<file path="config.mk">
export PLATFORM = sky130hd
export DESIGN_NAME = tdl_link_sequencer
export DESIGN_NICKNAME = d
export VERILOG_FILES = /design/src/rtl/tdl_ctrl_pkg.sv /design/src/rtl/tdl_sync2.sv /design/src/rtl/tdl_link_sequencer.sv
export SDC_FILE = /design/constraint.sdc
export NUM_CORES = 1
export LEC_CHECK = 0
export BUFFER_PORTS_ARGS = -buffer_cell sky130_fd_sc_hd__buf_2
export CAP_MARGIN = 0
export CORE_ASPECT_RATIO = 0.9
export CORE_UTILIZATION = 40
export CTS_BUF_LIST = sky130_fd_sc_hd__clkbuf_4 sky130_fd_sc_hd__clkbuf_8
export DETAILED_ROUTE_END_ITERATION = 6
export PLACE_DENSITY = 0.68
export SETUP_SLACK_MARGIN = 0.02
export SLEW_MARGIN = 20
export SYNTH_ARGS = -nofsm -noshare
export SYNTH_HDL_FRONTEND = slang
export SYNTH_SLANG_ARGS = --single-unit
export TNS_END_PERCENT = 20
</file>
<file path="constraint.sdc">
create_clock -name i_clk_freerun -period 2.8 [get_ports i_clk_freerun]
set_input_delay 0.28 -clock i_clk_freerun [delete_from_list [all_inputs] [get_ports i_clk_freerun]]
set_output_delay 0.28 -clock i_clk_freerun [all_outputs]
set_load 0.01 [all_outputs]
</file>
<file path="src/rtl/tdl_ctrl_pkg.sv">
// Shared types and default cycle counts for the TDL link sequencers.
// Latency: n/a (package only).
// Backpressure: n/a.
package tdl_ctrl_pkg;

    // Sequencer states; codes 5-7 are illegal and recover to S_RESET
    typedef enum logic [2:0] {
        S_RESET     = 3'd0,
        S_WAIT_LINK = 3'd1,
        S_DP_RESET  = 3'd2,
        S_LINKED    = 3'd3,
        S_FAULT     = 3'd4
    } tdl_state_t;

    // Defaults shared by the FMC0 and FMC1 instances
    localparam int unsigned TDL_RESET_CYCLES     = 1000;
    localparam int unsigned TDL_DP_RESET_CYCLES  = 100;
    localparam int unsigned TDL_LINK_TIMEOUT     = 1000000;
    localparam int unsigned TDL_STABLE_CYCLES    = 1024;
    localparam int unsigned TDL_MAX_DP_RETRIES   = 3;
    localparam int unsigned TDL_MAX_FULL_RETRIES = 4;
    localparam int unsigned TDL_LOSS_W           = 8;

    // Largest of three cycle counts, used to size the shared timer
    function automatic int unsigned max3(input int unsigned a, input int unsigned b,
                                         input int unsigned c);
        int unsigned m;
        m = (a > b) ? a : b;
        return (m > c) ? m : c;
    endfunction

endpackage

</file>
<file path="src/rtl/tdl_sync2.sv">
// Two-flop synchroniser for an async level, optionally emitting a one-cycle rising-edge pulse.
// Latency: 2 cycles pin to output (edge pulse is combinational on the synchronised value).
// Backpressure: none; free-running.
module tdl_sync2 #(
    parameter bit EDGE_OUT = 1'b0
) (
    input  logic i_clk,
    input  logic i_rst_n,
    input  logic i_async,
    output logic o_sync
);

    logic r_meta;
    logic r_sync;

    // Two-stage capture of the asynchronous input
    always_ff @(posedge i_clk or negedge i_rst_n) begin
        if (!i_rst_n) begin
            r_meta <= 1'b0;
            r_sync <= 1'b0;
        end else begin
            r_meta <= i_async;
            r_sync <= r_meta;
        end
    end

    generate
        if (EDGE_OUT) begin : g_edge
            logic r_prev;
            // Remember last synchronised value for rising-edge detection
            always_ff @(posedge i_clk or negedge i_rst_n) begin
                if (!i_rst_n) r_prev <= 1'b0;
                else          r_prev <= r_sync;
            end
            assign o_sync = r_sync & ~r_prev;
        end else begin : g_level
            assign o_sync = r_sync;
        end
    endgenerate

endmodule

</file>
<file path="src/rtl/tdl_link_sequencer.sv">
// Bring-up/recovery sequencer for one TDL channel: DP resets, then full resets, then latched fault.
// Latency: pins reach the FSM 2 cycles after capture; all outputs registered (one more cycle).
// Backpressure: none; a restart edge overrides any transition.
module tdl_link_sequencer
    import tdl_ctrl_pkg::*;
#(
    parameter int unsigned RESET_CYCLES     = TDL_RESET_CYCLES,
    parameter int unsigned DP_RESET_CYCLES  = TDL_DP_RESET_CYCLES,
    parameter int unsigned LINK_TIMEOUT     = TDL_LINK_TIMEOUT,
    parameter int unsigned STABLE_CYCLES    = TDL_STABLE_CYCLES,
    parameter int unsigned MAX_DP_RETRIES   = TDL_MAX_DP_RETRIES,
    parameter int unsigned MAX_FULL_RETRIES = TDL_MAX_FULL_RETRIES,
    parameter int unsigned LOSS_W           = TDL_LOSS_W
) (
    input  logic                                  i_clk_freerun,
    input  logic                                  i_reset_n,
    input  logic                                  i_restart,
    input  logic                                  i_link_status,
    output logic                                  o_tdl_reset,
    output logic                                  o_reset_rx_datapath,
    output logic                                  o_link_up,
    output logic                                  o_fault,
    output logic [2:0]                            o_state,
    output logic [$clog2(MAX_DP_RETRIES+1)-1:0]   o_dp_retries,
    output logic [$clog2(MAX_FULL_RETRIES+1)-1:0] o_full_retries,
    output logic [LOSS_W-1:0]                     o_loss_count
);

    localparam int unsigned TMR_W  = $clog2(max3(RESET_CYCLES, DP_RESET_CYCLES, LINK_TIMEOUT) + 1);
    localparam int unsigned STB_W  = $clog2(STABLE_CYCLES + 1);
    localparam int unsigned DP_W   = $clog2(MAX_DP_RETRIES + 1);
    localparam int unsigned FULL_W = $clog2(MAX_FULL_RETRIES + 1);

    tdl_state_t        r_state;
    logic [TMR_W-1:0]  r_timer;
    logic [STB_W-1:0]  r_stable;
    logic [DP_W-1:0]   r_dp_retries;
    logic [FULL_W-1:0] r_full_retries;
    logic [LOSS_W-1:0] r_loss_count;
    logic              r_tdl_reset;
    logic              r_reset_rx_datapath;
    logic              r_link_up;
    logic              r_fault;

    tdl_state_t        w_state_nxt;
    logic [DP_W-1:0]   w_dp_nxt;
    logic [FULL_W-1:0] w_full_nxt;
    logic              w_loss_inc;
    logic              w_entry;
    logic              w_timed;
    logic              w_restart_edge;
    logic              w_link_s;

    tdl_sync2 #(.EDGE_OUT(1'b1)) u_sync_restart (
        .i_clk   (i_clk_freerun),
        .i_rst_n (i_reset_n),
        .i_async (i_restart),
        .o_sync  (w_restart_edge)
    );

    tdl_sync2 #(.EDGE_OUT(1'b0)) u_sync_link (
        .i_clk   (i_clk_freerun),
        .i_rst_n (i_reset_n),
        .i_async (i_link_status),
        .o_sync  (w_link_s)
    );

    // Next state and retry bookkeeping; restart edge outranks everything
    always_comb begin
        w_state_nxt = r_state;
        w_dp_nxt    = r_dp_retries;
        w_full_nxt  = r_full_retries;
        w_loss_inc  = 1'b0;
        if (w_restart_edge) begin
            w_state_nxt = S_RESET;
            w_dp_nxt    = '0;
            w_full_nxt  = '0;
        end else begin
            case (r_state)
                S_RESET: begin
                    if (r_timer == TMR_W'(RESET_CYCLES - 1)) w_state_nxt = S_WAIT_LINK;
                end
                S_WAIT_LINK: begin
                    // Stability completing in the timeout cycle still wins
                    if (w_link_s && (r_stable == STB_W'(STABLE_CYCLES - 1))) begin
                        w_state_nxt = S_LINKED;
                        w_dp_nxt    = '0;
                        w_full_nxt  = '0;
                    end else if (r_timer == TMR_W'(LINK_TIMEOUT - 1)) begin
                        if (r_dp_retries < DP_W'(MAX_DP_RETRIES)) begin
                            w_state_nxt = S_DP_RESET;
                            w_dp_nxt    = r_dp_retries + DP_W'(1);
                        end else if (r_full_retries < FULL_W'(MAX_FULL_RETRIES)) begin
                            w_state_nxt = S_RESET;
                            w_full_nxt  = r_full_retries + FULL_W'(1);
                            w_dp_nxt    = '0;
                        end else begin
                            w_state_nxt = S_FAULT;
                        end
                    end
                end
                S_DP_RESET: begin
                    if (r_timer == TMR_W'(DP_RESET_CYCLES - 1)) w_state_nxt = S_WAIT_LINK;
                end
                S_LINKED: begin
                    if (!w_link_s) begin
                        w_state_nxt = S_WAIT_LINK;
                        w_loss_inc  = 1'b1;
                    end
                end
                S_FAULT: ;
                default: w_state_nxt = S_RESET;
            endcase
        end
        w_entry = w_restart_edge || (w_state_nxt != r_state);
        w_timed = (r_state == S_RESET) || (r_state == S_WAIT_LINK) || (r_state == S_DP_RESET);
    end

    // State, shared timer, stable counter and event counters
    always_ff @(posedge i_clk_freerun or negedge i_reset_n) begin
        if (!i_reset_n) begin
            r_state        <= S_RESET;
            r_timer        <= '0;
            r_stable       <= '0;
            r_dp_retries   <= '0;
            r_full_retries <= '0;
            r_loss_count   <= '0;
        end else begin
            r_state        <= w_state_nxt;
            r_dp_retries   <= w_dp_nxt;
            r_full_retries <= w_full_nxt;
            if (w_entry)      r_timer <= '0;
            else if (w_timed) r_timer <= r_timer + TMR_W'(1);
            if (w_entry || !w_link_s)          r_stable <= '0;
            else if (r_state == S_WAIT_LINK)   r_stable <= r_stable + STB_W'(1);
            if (w_loss_inc && (r_loss_count != '1)) r_loss_count <= r_loss_count + LOSS_W'(1);
        end
    end

    // Registered status/reset outputs decoded from the next state
    always_ff @(posedge i_clk_freerun or negedge i_reset_n) begin
        if (!i_reset_n) begin
            r_tdl_reset         <= 1'b1;
            r_reset_rx_datapath <= 1'b0;
            r_link_up           <= 1'b0;
            r_fault             <= 1'b0;
        end else begin
            r_tdl_reset         <= (w_state_nxt == S_RESET) || (w_state_nxt == S_FAULT);
            r_reset_rx_datapath <= (w_state_nxt == S_DP_RESET);
            r_link_up           <= (w_state_nxt == S_LINKED);
            r_fault             <= (w_state_nxt == S_FAULT);
        end
    end

    assign o_tdl_reset         = r_tdl_reset;
    assign o_reset_rx_datapath = r_reset_rx_datapath;
    assign o_link_up           = r_link_up;
    assign o_fault             = r_fault;
    assign o_state             = r_state;
    assign o_dp_retries        = r_dp_retries;
    assign o_full_retries      = r_full_retries;
    assign o_loss_count        = r_loss_count;

endmodule

</file>
* Yosys cells after proc, flatten, opt, wreduce, memory -nomap -nowiden
Cells that the tools add are included.
Word-level totals: register bits after elaboration 56, input bits 4
Cells by class: magnitude comparators 2, reductions and logical operators 18, bitwise operators 2, mux-type cells 28, equal/unequal tests 14, $add $sub $neg 5
Operator list (number):
- two-way mux 3 bit | 14
- two-way mux 20 bit | 2
- two-way mux 11 bit | 2
- adder 20 x 1 -> 20 bit (second input constant) | 1
- == test 20 x 10 -> 1 bit (second input constant) | 1
- == test 20 bit (second input constant) | 1
- == test 20 x 7 -> 1 bit (second input constant) | 1
- case mux 3 bit (5 select lines) | 1
- == test 3 x 2 -> 1 bit (second input constant) | 4
- two-way mux 2 bit | 6
- adder 11 x 1 -> 11 bit (second input constant) | 1
- == test 11 x 10 -> 1 bit (second input constant) | 1
- adder 8 x 1 -> 8 bit (second input constant) | 1
- != test 8 bit (second input constant) | 1
- == test 3 bit (second input constant) | 2
- logical NOT 3 bit | 2
- nonzero test 2 bit | 3
- nonzero test 3 bit | 2
- logical OR 1 bit | 5
- AND reduction 4 bit | 1
- nonzero test 4 bit | 1
- adder 3 x 1 -> 3 bit (second input constant) | 1
- == test 3 x 1 -> 1 bit (second input constant) | 1
- < comparator 3 bit (second input constant) | 1
- 10 further kinds | 13

* Depth between registers and ports, before layout
Gate-level depths: netlist of run 1.
depth in word-level cells 11, depth in mapped cells 8, depth with buffers taken out 6

* Cells and area by module
From an unflattened synthesis of run 1, not the netlist that was laid out.
Unflattened totals: cell total of the unflattened synthesis 306, area, all modules 3061.7 µm²
By module, submodules not included:
- tdl_link_sequencer | area an instance 2922.8 µm², times used 1, cells an instance 300, sequential area each 1277.5 µm²
- tdl_sync2 at u_sync_restart | area an instance 88.8 µm², times used 1, cells an instance 4, sequential area each 75.1 µm²
- tdl_sync2 at u_sync_link | area an instance 50.0 µm², times used 1, cells an instance 2, sequential area each 50.0 µm²

* Least setup slack after synthesis of run 1
OpenSTA, ideal clock, no wires.
path type register -> register, from reg r_timer[0], to reg r_stable[0], data required time 2703 ps, period minus slack after synthesis 2374 ps, arrival time 2278 ps, library setup time 97 ps, slack 426 ps, cell stages (with the launch flop) 8, path buffers 1, cells stage by stage dfrtp_1 > ha_1 > or4bb_1 > or4_4 > o31ai_4 > a2111oi_2 > buf_6 > nor4_2
On the way: word-level cells in the longest chain between the ends 9, elaborated cells on any way between the ends 14, classes of those cells 4 x eq/ne; 7 x mux; 3 x reduce/logical
Ends and longest elaborated chain:
- start, declared | line tdl_link_sequencer.sv:35 | logic [TMR_W-1:0] r_timer;
- start signal, assigned | line tdl_link_sequencer.sv:133 | else if (w_timed) r_timer <= r_timer + TMR_W'(1);
- == test 20 bit | line tdl_link_sequencer.sv:89 | end else if (r_timer == TMR_W'(LINK_TIMEOUT - 1)) begin
- two-way mux 3 bit | line tdl_link_sequencer.sv:89
- two-way mux 3 bit | line tdl_link_sequencer.sv:85 | if (w_link_s && (r_stable == STB_W'(STABLE_CYCLES - 1))) begin
- case mux 3 bit (5 select lines) (*) | line tdl_link_sequencer.sv:79 | case (r_state)
- two-way mux 3 bit (*) | line tdl_link_sequencer.sv:74 | if (w_restart_edge) begin
- != test 3 bit (*) | line tdl_link_sequencer.sv:115 | w_entry = w_restart_edge || (w_state_nxt != r_state);
- logical OR 1 bit (*) | line tdl_link_sequencer.sv:115
- logical OR 1 bit (*) | line tdl_link_sequencer.sv:134 | if (w_entry || !w_link_s) r_stable <= '0;
- two-way mux 11 bit or nonzero test 2 bit (tied branches)
- end signal, assigned | line tdl_link_sequencer.sv:135 | else if (r_state == S_WAIT_LINK) r_stable <= r_stable + STB_W'(1);
- end, declared | line tdl_link_sequencer.sv:36 | logic [STB_W-1:0] r_stable;
Mark *: on every way between the ends. The rest lies on a longest branch, timed or not. A chain may end at the register's enable or synchronous reset.

* Worst setup path in the final report of run 1
from reg r_timer[0], to reg r_stable[10]
The elaborated chain is that of the path after synthesis.

==> results of run 1 <==
## registers in the layout, summed over array words and instances, names as in the netlist, 2 cells and up
register / count
r_stable: 11
o_dp_retries: 2
o_loss_count: 8
o_full_retries: 3
o_state: 3
r_timer: 20
## metal layers
layer	track usage	routed length (um)	up-vias
met2	0.252	2910	44
met4	0.0587	75	0
met5	0	0	-
met3	0.0335	239	5
li1	-	-	1131
met1	0.284	3420	1149
## Yosys cell counts, drive strengths merged, types with 2 or more instances
library cell and count:
nor3b 2, nand4b 2, ha 6, nand2 22, clkbuf 6, mux2i 2, nor2b 4, xor2 18
and2 2, and4 7, nor2 20, a2111oi 3, nor4 28, or4 3, xnor2 18, a31oi 4
inv 3, o31ai 3, o21ai 3, dfrtp 55, nand4 10, a21oi 2, o211ai 2, and3 5
or3 3, nand3 18, buf 6, nor3 13, a211oi 4, nand2b 2
## critical path, stage by stage (launching register included)
cell and delay, ns:
dfrtp_1 0.45, ha_1 0.19, or4bb_1 0.50, or4_4 0.47, o41ai_1 0.34, or3_1 0.18, buf_4 0.24, nor4_1 0.09
## layout make-up
cell class	instances	area [um^2]	share of cell area
clock buffers	5	68.8	0.0201
multi-input cells	217	1570	0.457
flip-flops and latches	56	1400	0.409
well taps	93	116	0.0339
clock inverters	3	28.8	0.00839
inverters	3	11.3	0.00328
repair buffers	37	235	0.0686
## per-stage QoR
stage	total power (W)	hold slack, ns	worst slack, ns	utilization	area (um^2)
2_1_floorplan	0.000942	-0.0156	0.426	-	3040
3_3_place_gp	0.000979	0.195	0.305	0.463	3320
3_5_place_dp	0.000983	0.202	0.281	0.463	3320
4_1_cts	0.00147	0.0418	0.236	0.478	3430
5_1_grt	0.00153	0.0268	0.0446	0.478	3430
6_report	0.00146	0.0427	0.212	0.478	3430
## logic make-up after synthesis
kind of cell | after synthesis | share of synthesized area
adders and majority gates | 6 | 0.0247
AOI/OAI and AO/OA | 26 | 0.0687
buffers and inverters | 15 | 0.0268
and+or+nand+nor | 146 | 0.304
DFF | 56 | 0.462
xor gates and xnor gates | 36 | 0.104
muxes | 3 | 0.0103
## repair_timing
action,in CTS,in global routing
gates resized for setup,0,0
hold buffers,1,0
hold endpoints to repair,12,0
setup endpoints to repair,0,0
## layout by cell type (no fill, tap or decap), types with 10 or more instances in the layout
cell type,netlist,final
nand4_1,10,10
dfrtp_1,55,55
buf_4,2,12
nand2_1,22,22
xor2_1,18,18
nor3_1,13,13
nor4_1,12,12
nor2_1,20,20
xnor2_1,18,18
nand3_1,18,18
nor4_2,16,16
buf_2,2,23
## power breakdown
part | switching (W) | internal, W
logic | 0.0000607 | 0.0000372
registers | 0.0000390 | 0.000832
clock network | 0.000306 | 0.000190
## worst max-delay path by stage
stage | endpoint | startpoint | cells after the start | slack, ns
6_report | r_stable[10] | r_timer[0] | 7 | 0.21
3_3_place_gp | r_stable[2] | r_timer[0] | 7 | 0.31
5_1_grt | r_stable[2] | r_timer[0] | 7 | 0.04
2_1_floorplan | r_stable[0] | r_timer[0] | 7 | 0.43
4_1_cts | r_stable[10] | r_timer[0] | 7 | 0.24
3_5_place_dp | r_stable[10] | r_timer[0] | 7 | 0.28
==> impl_metrics.yaml, run 1 <==
routing:
  final_antenna_net_count: 0
  drcViolationCount: 0
  wl_um: 6650
  num_vias: 2329
  dr.first_iter.drc_count: 120
  wl_per_cell_um: 16.1
  via_per_inst: 5.63
  drt_pass1_iterations: 4
sta:
  hold_viol_final: 0
  post-route-min-period_ns: 2.59
  fmax_ghz: 0.386
  tns_ns: 0
  maxSlewViolCount: 0
  rsz0062_at_grt: "no"
  clock-skew-final_ns: 0.0145
  tightest_slew_ns: 0.667
  setup_violations: 0
  max_slew_margin: 0.544
  fin_crit_sh: 0.924
placed_design:
  hpwl_um: 4760
  dp.cells: 405
  place_congestion: 0.824
  io_buffers: 23
power:
  ir_drop_mv: 0.241
  p_leak_nw: 1.48
  powerDensity_nw_per_um2: 427
worst_setup_path:
  end_kind: "flip-flop"
  cp_data_required_time_ns: 2.98
  cp.arrival_ns: 2.77
  r2r_start: "r_timer[0]"
  regToRegSetupSlack_ns: 0.21
  rr_worst_depth: 7
  cp_max_fo: 12
  crit_type: "reg -> reg"
  cp-start-kind: "flip-flop"
  reg2reg_to: "r_stable[10]"
clock_network:
  h-tree-depth: 2
  tritoncts: "built"
  postCtsSetupRepairBufs: 0
  clk_pin_slew_worst_paths_ns: 0.12
  clockBufferDepth: 2
  clockRootBuffer: "clkbuf_8"
  cts_buffers: 5
  clk-insertion-delay-late_ns: 0.33
  clock_sinks: 56
final_layout:
  n_fill_cell: 679
  syn_to_final_growth_pct: 12.9
  diodes: 0
  drive_gt1_frac: 0.209
  nNetsFinal: 330
  stdcell_count: 414
global_routing:
  first_global_vias: 2238
  grt_max_degree: 27
  grt_pass1_wl_um: 11300
  antenna_found_initial: 0
  grt_usage: 0.182
  grt-ovfl-total: 0
floorplanning:
  core-area_um2: 7180
  die_h_um: 84.7
  die_x_um: 93.9
  ioPinCount: 24
  rows: 29
  die-area_um2: 7950
  start_util: 0.423
worst_hold_path:
  hold_path_startpoint: "i_link_status"
  worstHoldPathCells: 1
  hold_class: "in -> reg"
  hold_end: "u_sync_link.r_meta"
logic_synthesis:
  yosys_register_bits: 56
  async_flop_share: 1.00
  synth_top_area_cell: "dfrtp_1"
  synth_edf_count: 0
  syn_area_um2: 3040
  synth_top_flop_cell: "dfrtp_1"
  yosysWarnings: 0
  synth_area_leaders: "dfrtp_1, nor4_2, xnor2_1"
  synth_fp_nets: 298
  synth_cell_types: 50
  synth_top_area_frac: 0.453
  avgSynthCellArea_um2: 10.6
  synthCells: 288
  synth_seq_area_share: 0.462
run:
  max-cap-violations: 0
outcome:
  status: "finished, final reports clean"
Note: power is estimated with default switching activity, not from simulation.
==> run 2, diff against run 1 <==
--- a/config.mk
+++ b/config.mk
@@ -11,7 +11,6 @@
 export CORE_UTILIZATION = 40
 export CTS_BUF_LIST = sky130_fd_sc_hd__clkbuf_4 sky130_fd_sc_hd__clkbuf_8
 export DETAILED_ROUTE_END_ITERATION = 6
-export PLACE_DENSITY = 0.68
 export SETUP_SLACK_MARGIN = 0.02
 export SLEW_MARGIN = 20
 export SYNTH_ARGS = -nofsm -noshare
==> run 2 against run 1 <==
  * Clock skew is 0.0036 ns lower
  * Fmax is 2.4% lower
  * Setup slack worse by 0.063 ns
  * Critical endpoint is now r_stable[6]
  * Sequential share of layout area is 0.33 points lower
  * Highest routed layer unchanged
  * Largest cell class unchanged
  * Combinational power is 8% higher
  * Final cell count is 0.48% higher
  * Register-to-register slack worse by 0.06 ns
==> impl_metrics.yaml, run 2 (synthesized netlist as in run 1, its figures left out) <==
power:
  power_switching_w: 0.000374
  powerDensity_nw_per_um2: 440
  combPwrFrac: 0.069
  p_leak_nw: 1.49
  ir_drop_mv: 0.257
  switching_share: 0.245
  power_w: 0.00152
  pwr-share-seq: 0.574
  clkPwrFrac: 0.356
  p_int_w: 0.00115
final_layout:
  diodes: 0
  stdcell_count: 416
  seqCellArea_um2: 1410
  multi_input_area_um2: 1570
  syn_to_final_growth_pct: 14.0
  final_cell_mix: "dfrtp_1, nand2_1, buf_2, nor2_1"
  largest_reg_flops: 20
  largest-register: "r_timer"
  mostFrequentLayoutCell: "dfrtp_1"
  nNetsFinal: 332
  drive_gt1_frac: 0.220
  n_fill_cell: 675
worst_setup_path:
  cp.arrival_ns: 2.86
  cp_data_required_time_ns: 3.01
  end_kind: "flip-flop"
  cp_max_fo: 22
  cp-start-kind: "flip-flop"
  crit_type: "reg -> reg"
floorplanning:
  rows: 29
  start_util: 0.423
  ioPinCount: 24
  die-area_um2: 7950
  core-area_um2: 7180
  die_x_um: 93.9
  die_h_um: 84.7
sta:
  tightest_slew_ns: 0.752
  rsz0062_at_grt: "no"
  clock-skew-final_ns: 0.0109
  post-route-min-period_ns: 2.65
  fin_crit_sh: 0.947
  maxSlewViolCount: 0
  max_slew_margin: 0.494
  hold_viol_final: 0
  worst_slack_ns: 0.149
  whs_ns: 0.0625
  tns_ns: 0
  fmax_ghz: 0.377
  setup_violations: 0
placed_design:
  dp.cells: 407
  io_buffers: 23
  place_congestion: 0.908
  hpwl_um: 4910
  post-place-ws_ns: 0.156
clock_network:
  clk-insertion-delay-late_ns: 0.32
  clockRootBuffer: "clkbuf_8"
  tritoncts: "built"
  clock_sinks: 56
  clk_pin_slew_worst_paths_ns: 0.10
  h-tree-depth: 2
  cts_buffers: 5
  postCtsSetupRepairBufs: 0
  clockBufferDepth: 2
routing:
  drcViolationCount: 0
  final_antenna_net_count: 0
  dr.first_iter.drc_count: 168
  num_vias: 2351
  via_per_inst: 5.65
  wl_per_cell_um: 16.8
  wl_um: 6980
  drt_pass1_iterations: 4
global_routing:
  grt-ovfl-total: 0
  grt_usage: 0.189
  antenna_found_initial: 0
  grt_max_degree: 47
  first_global_vias: 2263
  grt_pass1_wl_um: 11700
run:
  max-cap-violations: 0
outcome:
  status: "finished, final reports clean"
worst_hold_path:
  hold_class: "in -> reg"
## run 2: changes by cell type in the layout (fill, tap and decap cells not counted), sizes merged
cell	delta
clkbuf	+1
clkinv	+1
buf	+2
inv	-3
bufinv	+1
## run 2: path summary, 6_finish.rpt
check	start	to	slack (ns)	cells after the start
min in group asynchronous	i_reset_n	u_sync_restart.g_edge.r_prev	0.50	2
min reg2reg	u_sync_restart.r_meta	u_sync_restart.r_sync	0.36	0
max	r_timer[0]	r_stable[6]	0.15	7
max reg2reg	r_timer[0]	r_stable[6]	0.15	7
min	i_restart	u_sync_restart.r_meta	0.06	1
max in group asynchronous	i_reset_n	r_stable[4]	1.75	3
## run 2: per-layer routing
layer  routed length [um]  global-route usage  up-vias
li1                     -                   -     1136
met1                 3520               0.300     1143
met2                 3070               0.260       65
met3                  311              0.0299        7
met4                   76              0.0545        0
met5                    0                   0        -
## run 2: power by group through the flow
stage / logic [W] / clock network (W) / registers [W]
floorplan: 0.0000756 / 0 / 0.000867
global route: 0.000119 / 0.000592 / 0.000880
CTS: 0.000106 / 0.000561 / 0.000871
detailed placement: 0.000104 / 0 / 0.000885
global placement: 0.0000999 / 0 / 0.000885
finish: 0.000106 / 0.000543 / 0.000874
## run 2: repair_timing
item | in CTS | in global routing
hold buffers | 0 | 1
hold endpoints to repair | 0 | 3
endpoints found under the setup margin | 0 | 12
resized for setup | 0 | 2
## run 2: critical path, cell delays in order (launching register included)
cell and delay (ns):
dfrtp_2 0.43, ha_1 0.21, or4bb_1 0.50, or4_4 0.47, o31ai_4 0.32, a2111oi_4 0.05
buf_4 0.26, nor4_2 0.30
## run 2: area by class of cell
type	count	area share
Clock buffer	6	0.0220
Timing Repair Buffer	39	0.0730
Inverter	3	0.00325
Multi-Input combinational cell	217	0.453
Sequential cell	56	0.406
Tap cell	93	0.0336
Clock inverter	2	0.0101
## run 2: metrics by stage
step / instance area, um^2 / util
after global routing: 3460 / 0.482
after CTS: 3450 / 0.480
final: 3460 / 0.482
after detailed placement: 3340 / 0.465
after global placement: 3340 / 0.465
after floorplan: 3040 / -
==> run 3, diff against run 2 <==
==> constraint.sdc (replaced) <==
create_clock -name i_clk_freerun -period 3.4 [get_ports i_clk_freerun]
set_input_delay 0.34 -clock i_clk_freerun [delete_from_list [all_inputs] [get_ports i_clk_freerun]]
set_output_delay 0.34 -clock i_clk_freerun [all_outputs]
set_load 0.01 [all_outputs]
==> run 3 against run 2 <==
  * Combinational power decreased by 27%
  * Non-clock buffer count decreased by 10
  * Routed wire length decreased by 6.3%
  * Critical path depth unchanged
  * Fmax decreased by 1.3%
  * Final cell count decreased by 2.4%
  * Global-route usage decreased by 1.0 points
  * Die area unchanged
  * First-iteration DRC count decreased by 8.3%
==> impl_metrics.yaml, run 3 (synthesized netlist as in run 1, its figures left out) <==
worst_setup_path:
  path_depth: 7
  cp_slowest_stage_delay_ns: 0.50
  crit_chain: "ha_1, or4bb_1, or4_4, o31ai_4, a2111oi_4, buf_4, nor4_2"
  rr_worst_depth: 7
  crit_buf_inv: 1
  cp_max_fo: 22
  cp.arrival_ns: 2.90
  cp_top_family: "simple AND/OR/NAND/NOR gates"
  r2r_start: "r_timer[0]"
  cp-start-kind: "flip-flop"
  crit_type: "reg -> reg"
  cp_slowest_cell: "or4bb_1"
  crit_start: "r_timer[0]"
  cp_data_required_time_ns: 3.61
  end_kind: "flip-flop"
placed_design:
  place_congestion: 0.802
  hpwl_um: 4610
  io_buffers: 23
  post-place-ws_ns: 0.728
sta:
  fin_crit_sh: 0.790
  whs_ns: 0.120
  worst_slack_ns: 0.714
  tns_ns: 0
  rsz0062_at_grt: "no"
  maxSlewViolCount: 0
  hold_viol_final: 0
  setup_violations: 0
  clock-skew-final_ns: 0.00969
  tightest_slew_ns: 0.840
  max_slew_margin: 0.440
  post-route-min-period_ns: 2.69
  fmax_ghz: 0.372
power:
  powerDensity_nw_per_um2: 347
  p_leak_nw: 1.43
  ir_drop_mv: 0.219
global_routing:
  antenna_found_initial: 0
  grt_pass1_wl_um: 11000
  grt_usage: 0.178
  grt_max_degree: 39
  first_global_vias: 2179
  grt-ovfl-total: 0
final_layout:
  mostFrequentLayoutCell: "dfrtp_1"
  largest_reg_flops: 20
  final_cell_mix: "dfrtp_1, buf_2, nand2_1, nor2_1"
  drive_gt1_frac: 0.192
  syn_to_final_growth_pct: 10.3
  nNetsFinal: 322
  diodes: 0
  largest-register: "r_timer"
routing:
  drcViolationCount: 0
  dr.first_iter.drc_count: 154
  final_antenna_net_count: 0
  wl_um: 6540
  drt_pass1_iterations: 4
  via_per_inst: 5.62
  wl_per_cell_um: 16.1
  num_vias: 2281
clock_network:
  clk-insertion-delay-late_ns: 0.31
  clockRootBuffer: "clkbuf_8"
  tritoncts: "built"
  postCtsSetupRepairBufs: 0
  cts_hold_buffers: 0
  ctsResizeCount: 0
  cts_buffers: 5
  h-tree-depth: 2
  clock_sinks: 56
  clockBufferDepth: 2
  clk_pin_slew_worst_paths_ns: 0.10
floorplanning:
  core-area_um2: 7180
  die_x_um: 93.9
  die-area_um2: 7950
  die_h_um: 84.7
  start_util: 0.423
  rows: 29
  ioPinCount: 24
worst_hold_path:
  hold_class: "in -> async"
outcome:
  status: "finished, final reports clean"
run:
  max-cap-violations: 0
[run 3: cell types whose count changed in the layout (fill, tap and decap cells not counted), moves of 2 or more]
| cell | before | now |
|---|---|---|
| buf_4 | 15 | 6 |
| clkinvlp_4 | 0 | 2 |
| dfrtp_1 | 53 | 55 |
| dfrtp_2 | 2 | 0 |
[run 3: final timing paths]
| path | endpoint | slack [ns] |
|---|---|---|
| min reg2reg | u_sync_restart.r_sync | 0.36 |
| min | r_stable[7] | 0.12 |
| max in group asynchronous | o_tdl_reset | 2.45 |
| min in group i_clk_freerun | u_sync_restart.r_meta | 0.13 |
| max | r_stable[8] | 0.71 |
| max reg2reg | r_stable[8] | 0.71 |
[run 3: routing by layer]
layer  wire length, um  vias up  part of all wire  track usage
met5                 0        -                 0            0
met3               264        4             0.040       0.0344
met2              2890       48              0.44        0.251
met1              3310     1109              0.51        0.273
met4                66        0             0.010       0.0573
li1                  -     1120                 -            -
[run 3: power breakdown]
part           internal [W]  leakage [nW]  switching, W  total [W]
Combinational     0.0000285         0.622     0.0000490  0.0000775
Sequential         0.000685         0.763     0.0000315   0.000716
Clock              0.000146        0.0404      0.000221   0.000368
[run 3: area by class of cell]
| type | instances | area [um^2] |
|---|---|---|
| sequential | 56 | 1400 |
| fill | 712 | 3830 |
| clock buffer | 5 | 68.8 |
| clock inverter | 3 | 23.8 |
| multi-input combinational | 217 | 1570 |
| tap | 93 | 116 |
| inverter | 3 | 11.3 |
| timing repair buffer | 29 | 160 |
[run 3: stage by stage]
step / instances / util / total power [W] / area (um^2)
floorplan: 288 / - / 0.000776 / 3040
global placement: 398 / 0.454 / 0.000807 / 3260
detailed placement: 398 / 0.454 / 0.000808 / 3260
CTS: 406 / 0.466 / 0.00118 / 3350
global route: 406 / 0.466 / 0.00122 / 3350
finish: 406 / 0.466 / 0.00116 / 3350
[run 3: worst reg2reg max path: cells and delay by family (launching register included)]
kind | cells | cell delay (ns)
flops | 1 | 0.44
simple gates | 3 | 1.30
buf+inv | 1 | 0.28
compound gates | 2 | 0.38
fa+ha+maj | 1 | 0.20
